File: config.mk
export PLATFORM = sky130hd
export DESIGN_NAME = bcd_to_bin_flat
export DESIGN_NICKNAME = d
export VERILOG_FILES = /design/src/rtl/bcd_to_bin_if.sv /design/src/rtl/bcd_to_bin.sv /design/src/flat_wrapper.sv
export SDC_FILE = /design/constraint.sdc
export NUM_CORES = 1
export LEC_CHECK = 0
export ABC_CLOCK_PERIOD_IN_PS = 1500
export CAP_MARGIN = 15
export CORE_MARGIN = 2
export CORE_UTILIZATION = 52
export DETAILED_ROUTE_END_ITERATION = 12
export GPL_ROUTABILITY_DRIVEN = 0
export HOLD_SLACK_MARGIN = 0.02
export PLACE_DENSITY_LB_ADDON = 0.25
export SLEW_MARGIN = 10
export SYNTH_ARGS = -nofsm -noshare
export SYNTH_HDL_FRONTEND = slang
export SYNTH_SLANG_ARGS = --single-unit
File: constraint.sdc
create_clock -name clk2 -period 1.5 [get_ports clk2]
set_input_delay 0.3 -clock clk2 [delete_from_list [all_inputs] [get_ports clk2]]
set_output_delay 0.3 -clock clk2 [all_outputs]
set_load 0.02 [all_outputs]
File: src/rtl/bcd_to_bin_if.sv
// Start/busy/done handshake bundle between a requester and the BCD-to-binary converter.
// The requester (master) drives start/bcd_in; the converter (slave) returns status and result.
interface bcd_to_bin_if #(
    parameter int DIGITS = 2,
    parameter int BIN_W  = 7
);
    logic                  start;
    logic [4*DIGITS-1:0]   bcd_in;
    logic                  busy;
    logic                  done;
    logic                  err;
    logic [BIN_W-1:0]      bin_out;

    modport master (
        output start, bcd_in,
        input  busy, done, err, bin_out
    );

    modport slave (
        input  start, bcd_in,
        output busy, done, err, bin_out
    );
endinterface

File: src/rtl/bcd_to_bin.sv
// Packed BCD to unsigned binary via reverse double-dabble, one result bit per clock.
// Latency: done pulses BIN_W cycles after the accepting edge (1 cycle for an invalid digit).
// Backpressure: start is ignored while busy; a start coincident with done is accepted.
module bcd_to_bin #(
    parameter int DIGITS = 2,
    parameter int BIN_W  = 7
) (
    input  logic       clk2,
    input  logic       rst,
    bcd_to_bin_if.slave bus
);
    localparam int SW    = 4 * DIGITS;
    localparam int CNT_W = $clog2(BIN_W + 1);

    typedef enum logic [0:0] {
        IDLE  = 1'b0,
        SHIFT = 1'b1
    } state_t;

    state_t             state_q, state_d;
    logic [SW-1:0]      scratch_q, scratch_d;
    logic [BIN_W-1:0]   acc_q, acc_d;
    logic [CNT_W-1:0]   cnt_q, cnt_d;
    logic               busy_q, busy_d;
    logic               done_q, done_d;
    logic               err_q, err_d;
    logic [BIN_W-1:0]   bin_q, bin_d;

    logic               bad_digit;
    logic [SW+BIN_W-1:0] shifted;
    logic [SW-1:0]      corrected;

    always_comb begin
        bad_digit = 1'b0;
        for (int i = 0; i < DIGITS; i++) begin
            if (bus.bcd_in[4*i +: 4] > 4'd9) begin
                bad_digit = 1'b1;
            end
        end
    end

    // A shifted digit >= 8 means a ten leaked in from the digit above; -3 restores it.
    always_comb begin
        shifted   = {scratch_q, acc_q} >> 1;
        corrected = shifted[SW+BIN_W-1:BIN_W];
        for (int i = 0; i < DIGITS; i++) begin
            if (shifted[BIN_W + 4*i + 3]) begin
                corrected[4*i +: 4] = shifted[BIN_W + 4*i +: 4] - 4'd3;
            end
        end
    end

    always_comb begin
        state_d   = state_q;
        scratch_d = scratch_q;
        acc_d     = acc_q;
        cnt_d     = cnt_q;
        busy_d    = busy_q;
        done_d    = 1'b0;
        err_d     = err_q;
        bin_d     = bin_q;

        unique case (state_q)
            IDLE: begin
                if (bus.start) begin
                    if (bad_digit) begin
                        err_d  = 1'b1;
                        done_d = 1'b1;
                        bin_d  = '0;
                    end else begin
                        scratch_d = bus.bcd_in;
                        acc_d     = '0;
                        cnt_d     = CNT_W'(BIN_W);
                        busy_d    = 1'b1;
                        err_d     = 1'b0;
                        state_d   = SHIFT;
                    end
                end
            end
            SHIFT: begin
                scratch_d = corrected;
                acc_d     = shifted[BIN_W-1:0];
                cnt_d     = cnt_q - CNT_W'(1);
                if (cnt_q == CNT_W'(1)) begin
                    bin_d   = shifted[BIN_W-1:0];
                    done_d  = 1'b1;
                    busy_d  = 1'b0;
                    state_d = IDLE;
                end
            end
            default: state_d = IDLE;
        endcase
    end

    always_ff @(posedge clk2) begin
        if (rst) begin
            state_q   <= IDLE;
            scratch_q <= '0;
            acc_q     <= '0;
            cnt_q     <= '0;
            busy_q    <= 1'b0;
            done_q    <= 1'b0;
            err_q     <= 1'b0;
            bin_q     <= '0;
        end else begin
            state_q   <= state_d;
            scratch_q <= scratch_d;
            acc_q     <= acc_d;
            cnt_q     <= cnt_d;
            busy_q    <= busy_d;
            done_q    <= done_d;
            err_q     <= err_d;
            bin_q     <= bin_d;
        end
    end

    assign bus.busy    = busy_q;
    assign bus.done    = done_q;
    assign bus.err     = err_q;
    assign bus.bin_out = bin_q;
endmodule

File: src/flat_wrapper.sv
// flat-port wrapper written by rule: the top's interface ports become plain ports
module bcd_to_bin_flat 
#(
    parameter int DIGITS = 2,
    parameter int BIN_W  = 7
)
  (clk2, rst, bus_start, bus_bcd_in, bus_busy, bus_done, bus_err, bus_bin_out);
  bcd_to_bin_if #(.DIGITS(DIGITS), .BIN_W(BIN_W)) bus_i ();
  input  logic clk2;
  input  logic rst;
  input wire logic [$bits(bus_i.start)-1:0] bus_start;
  input wire logic [$bits(bus_i.bcd_in)-1:0] bus_bcd_in;
  output wire logic [$bits(bus_i.busy)-1:0] bus_busy;
  output wire logic [$bits(bus_i.done)-1:0] bus_done;
  output wire logic [$bits(bus_i.err)-1:0] bus_err;
  output wire logic [$bits(bus_i.bin_out)-1:0] bus_bin_out;
  assign bus_i.start = bus_start;
  assign bus_i.bcd_in = bus_bcd_in;
  assign bus_busy = bus_i.busy;
  assign bus_done = bus_i.done;
  assign bus_err = bus_i.err;
  assign bus_bin_out = bus_i.bin_out;
  bcd_to_bin #(.DIGITS(DIGITS), .BIN_W(BIN_W)) u_core (.clk2(clk2), .rst(rst), .bus(bus_i));
endmodule
## Word-level counts from Yosys, hierarchy flattened

Cells that the tools add are included.

| storage, ports and cells | value |
|---|---|
| output and inout bits | 10 |
| register bits | 29 |

| cells by class | value |
|---|---|
| mux-type cells | 28 |
| reduce and logical (&&, ||, !) cells | 4 |
| $add $sub $neg | 2 |
| bitwise gates (word level) | 1 |
| equality and inequality tests | 5 |
| $lt $le $gt $ge | 2 |

Operator list:

| operator | number |
|---|---|
| 2-to-1 mux 7 bit | 5 |
| case mux 7 bit (2 select lines) | 2 |
| 2-to-1 mux 8 bit | 2 |
| case mux 8 bit (2 select lines) | 1 |
| 2-to-1 mux 1 bit | 11 |
| greater-than comparator 4 bit, second input constant | 2 |
| 2-to-1 mux 3 bit | 2 |
| inequality test 2 bit, second input constant | 3 |
| case mux 1 bit (2 select lines) | 3 |
| case mux 3 bit (2 select lines) | 1 |
| AND reduction 3 bit | 2 |
| 2-to-1 mux 4 bit | 1 |
| AND reduction 2 bit | 2 |
| subtractor 4 x 2 -> 4 bit, second input constant | 1 |
| equality test 3 x 1 -> 1 bit, second input constant | 1 |
| subtractor 3 x 1 -> 3 bit, second input constant | 1 |
| inequality test 2 x 1 -> 1 bit, second input constant | 1 |
| NOT 1 bit | 1 |

## Logic depth before layout (Yosys ltp)

| depth | value |
|---|---|
| depth after elaboration | 6 |
| gate-level depth with buffers | 6 |

## Worst setup path after synthesis

Ideal clock, no wire load.

| path | value |
|---|---|
| path type | register to register |
| from | reg u_core.cnt_q[1] |
| to | reg u_core.bin_q[0] (netlist: u_core.bus.bin_out[0]) |
| required time | 1.413 ns |
| period minus slack after synthesis | 1.175 ns |
| cell stages (with the launch flop) | 7 |
| library setup time | 0.087 ns |
| path slack | 0.325 ns |
| data arrival time | 1.088 ns |
| path through | dfxtp_1 inv_1 ha_1 nor4bb_1 buf_1 nand2_1 o31ai_1 |

| on the way | value |
|---|---|
| longest elaborated chain between the ends | 3 |

RTL lines:

| item | RTL line | text |
|---|---|---|
| start, declared | bcd_to_bin.sv:23 | `logic [CNT_W-1:0] cnt_q, cnt_d;` |
| start signal, assigned | bcd_to_bin.sv:109 | `cnt_q <= cnt_d;` |
| equality test 3 x 1 -> 1 bit | bcd_to_bin.sv:84 | `if (cnt_q == CNT_W'(1)) begin` |
| inequality test 2 bit (no line) | - |  |
| AND reduction 3 bit (no line) | - |  |
| end signal, assigned | bcd_to_bin.sv:113 | `bin_q <= bin_d;` |
| end, declared | bcd_to_bin.sv:27 | `logic [BIN_W-1:0] bin_q, bin_d;` |

No other way between the ends.
A chain may end at the register's enable or synchronous reset.

## Final worst setup path

| path | value |
|---|---|
| from | reg u_core.state_q |
| to | reg u_core.bin_q[1] (netlist: u_core.bus.bin_out[1]) |

| on the way | value |
|---|---|
| longest elaborated chain between the ends | 3 |
| elaborated cells between the ends (all ways) | 6 |

RTL lines:

| item | RTL line | text |
|---|---|---|
| start, declared | bcd_to_bin.sv:20 | `state_t state_q, state_d;` |
| start signal, assigned | bcd_to_bin.sv:106 | `state_q <= state_d;` |
| NOT 1 bit (no line) | - |  |
| inequality test 2 x 1 -> 1 bit (no line) / inequality test 2 bit (equally long branches) | - |  |
| AND reduction 3 bit (no line) | - |  |

Parallel ways exist; a longest one is shown, timed or not.

==> impl_metrics.py <==
metrics = {
    "die": {
        "start_util_pct": 54.7,
        "core-area_um2": 2480,
        "ios": 21,
        "chipHeight_um": 55.0,
        "die-width_um": 55.0,
        "die_area_um2": 3030,
        "rows": 18,
    },
    "timing": {
        "fmax_ghz": 0.720,
        "hold_slack_ns": 0.468,
        "rsz0062_at_grt": "false",
        "worst_pin_slew_ns": 0.461,
        "slew_headroom_pct": 69.2,
        "final-setup-viol-count": 0,
        "fin_tns_setup_ns": 0,
        "slew_violations": 0,
        "hold_violations": 0,
        "fin_ws_ns": 0.111,
        "fin_worst_skew_ns": 0.0114,
        "fin_crit_sh_pct": 92.6,
        "post-route-min-period_ns": 1.39,
    },
    "drt": {
        "wl_met1_um": 1460,
        "drtIter0Drc": 24,
        "highest_layer": "met4",
        "wl_per_cell_um": 15.8,
        "finalWirelength_um": 3210,
        "drc_errors": 0,
        "viasPerCell": 6.04,
        "ant_nets": 0,
        "via_count": 1226,
        "firstDrtPassIters": 4,
        "wl_met3_um": 125,
        "wl_met2_um": 1580,
    },
    "worst_setup_path": {
        "startpoint_type": "flop",
        "crit_cells": 3,
        "r2r_slack_ns": 0.11,
        "timing.rr.end": "u_core.bus.bin_out[1]$_SDFFE_PP0P_",
        "end_kind": "flop",
        "path_buf_inv": 0,
        "crit_slowest_cell": "dfxtp_1",
        "critPathLaunch": "u_core.state_q$_SDFF_PP0_",
        "required_ns": 1.73,
        "worstSetupPathType": "reg2reg",
        "worst-r2r-cell-count": 3,
        "cp-endpoint": "u_core.bus.bin_out[1]$_SDFFE_PP0P_",
        "critPathMaxStageDelay_ns": 0.64,
        "crit_chain": "nand3b_1, nand2b_1, o31ai_1",
        "r2r-start": "u_core.state_q$_SDFF_PP0_",
        "cp_top_family": "flip-flops",
        "critPathMaxFanout": 11,
        "arrival_ns": 1.62,
    },
    "yosys": {
        "netlist_area_um2": 1360,
        "ys_ff_latch": 28,
        "synth.distinct_cells": 38,
        "synth-simple-area-share_pct": 10.3,
        "synth_mux_area_share_pct": 0.831,
        "syn_area_per_cell_um2": 9.28,
        "synth_top_family_by_area": "compound AO/OA/AOI/OAI gates",
        "synth_compound_area_share_pct": 34.0,
        "yosysSeqAreaShare_pct": 41.4,
        "yosys.area_share.xor_xnor_pct": 1.29,
        "synth-warning-count": 0,
        "synthAdderAreaFrac_pct": 2.77,
        "syn-instance-count": 146,
        "syn_nets": 160,
    },
    "clocking": {
        "postCtsSetupBuffers": 0,
        "clkSlewWorstSetupHoldPaths_ns": 0.16,
        "root_buffer": "clkbuf_4",
        "cts.sinks": 28,
        "htree_levels": 1,
        "cts_buffer_depth": 2,
        "clock_latency_ns": 0.34,
        "cts_tree": "yes",
        "cts_buffers": 3,
    },
    "power": {
        "ir_worst_vdd_uv": 784,
        "p_total_mw": 1.62,
        "power_density_nw_per_um2": 966,
        "p_leak_nw": 0.635,
    },
    "placed_design": {
        "numPortBuffers": 20,
        "dp.cells": 199,
        "placed_cell_area_um2": 1630,
        "dp_hpwl_um": 2290,
        "dpl_worst_slack_ns": -0.208,
    },
    "cells_and_area": {
        "nets": 188,
        "area_growth_pct": 23.5,
        "antennaDiodeCount": 0,
        "layout_commonest_cell": "dfxtp_1",
        "final_core_util_pct": 67.6,
        "final_area_um2": 1670,
        "final_cell_mix": "28 x dfxtp_1, 16 x nand2_1, 15 x buf_4, 13 x inv_1, 13 x a21oi_1",
        "drive_gt1_share_pct": 20.8,
        "final_cells": 203,
    },
    "global_route": {
        "grt_max_degree": 17,
        "track_usage_pct": 24.8,
        "first_global_vias": 1151,
        "antenna_found_initial": 0,
        "gr-total-overflow": 0,
        "grt_pass1_wl_um": 5310,
    },
    "outcome": {
        "status": "finished clean",
    },
    "flow_run": {
        "maxCapViolCount": 0,
    },
    "hold_path": {
        "hold_class": "reg2reg",
        "hold_depth": 2,
    },
}
## worst min-delay path, stage by stage, from the launching register on
cell and delay, ns:
dfxtp_1 0.34, inv_1 0.04, o31ai_1 0.06
## area by class of cell
type | instances | area, um2
clock buffers | 3 | 22.5
multi-input cells | 91 | 667
clock inverters | 1 | 30.0
flip-flops and latches | 28 | 561
fillers | 216 | 803
inverters | 15 | 56.3
well taps | 30 | 37.5
repair buffers | 35 | 300
## power by group
part | internal, mW | leakage, nW | switching [mW]
logic | 0.133 | 0.379 | 0.161
clock network | 0.271 | 0.0279 | 0.237
registers | 0.780 | 0.228 | 0.0356
total | 1.18 | 0.635 | 0.433
## cell families (layout without fill, tap and decap cells)
kind of cell,Yosys count,after routing
adders and majority gates,3,3
buffers and inverters,27,54
muxes,1,1
xor gates and xnor gates,2,2
AOI/OAI and AO/OA,56,56
and+or+nand+nor,29,29
DFF,28,28
## cell usage after synthesis (all sizes together)
library cell / instances / area (um2)
buf: 9 / 60.1
and2b: 1 / 7.51
o311ai: 9 / 78.8
a31o: 1 / 8.76
o21a: 2 / 17.5
dfxtp: 28 / 561
nand2b: 2 / 12.5
xor2: 1 / 8.76
a41oi: 4 / 35.0
nand3b: 1 / 7.51
mux2: 1 / 11.3
a221oi: 5 / 68.8
nor2b: 1 / 6.26
nand2: 16 / 60.1
o21ai: 3 / 22.5
nand4: 3 / 18.8
nand3: 1 / 5.00
nor2: 2 / 7.51
a2111oi: 1 / 15.0
o31ai: 11 / 97.6
a31oi: 3 / 18.8
ha: 3 / 37.5
nor4bb: 1 / 10.0
a21o: 2 / 15.0
nor3: 1 / 5.00
clkbuf: 3 / 11.3
a21oi: 14 / 73.8
a311oi: 1 / 8.76
xnor2: 1 / 8.76
inv: 15 / 56.3
## what timing repair did
| item | 4_1_cts | 5_1_grt |
|---|---|---|
| hold buffers | 0 | 0 |
| gates resized for setup | 10 | 0 |
| setup endpoints to repair | 10 | 0 |
## routing by layer
metal,vias up,track usage (%)
met3,5,5.11
li1,601,-
met1,592,30.8
met2,28,42.5
met5,-,0
met4,0,8.94
## worst min path at each step
stage	from	end	slack [ns]
3_5_place_dp	u_core.bus.bin_out[3]$_SDFFE_PP0P_	u_core.bus.bin_out[3]$_SDFFE_PP0P_	0.45
4_1_cts	u_core.bus.bin_out[2]$_SDFFE_PP0P_	u_core.bus.bin_out[2]$_SDFFE_PP0P_	0.48
3_3_place_gp	u_core.bus.bin_out[5]$_SDFFE_PP0P_	u_core.bus.bin_out[5]$_SDFFE_PP0P_	0.45
6_report	u_core.bus.bin_out[4]$_SDFFE_PP0P_	u_core.bus.bin_out[4]$_SDFFE_PP0P_	0.47
2_1_floorplan	u_core.acc_q[1]$_SDFFE_PP0P_	u_core.bus.bin_out[0]$_SDFFE_PP0P_	0.42
5_1_grt	u_core.bus.bin_out[1]$_SDFFE_PP0P_	u_core.bus.bin_out[1]$_SDFFE_PP0P_	0.48
## flip-flops by register name, indices dropped and copies added, names as in the netlist
signal and count:
u_core.acc_q 6, u_core.bus.bin_out 7, u_core.bus.busy 1, u_core.bus.done 1, u_core.bus.err 1, u_core.cnt_q 3, u_core.scratch_q 8, u_core.state_q 1
Power figures use the tool's default switching activity.
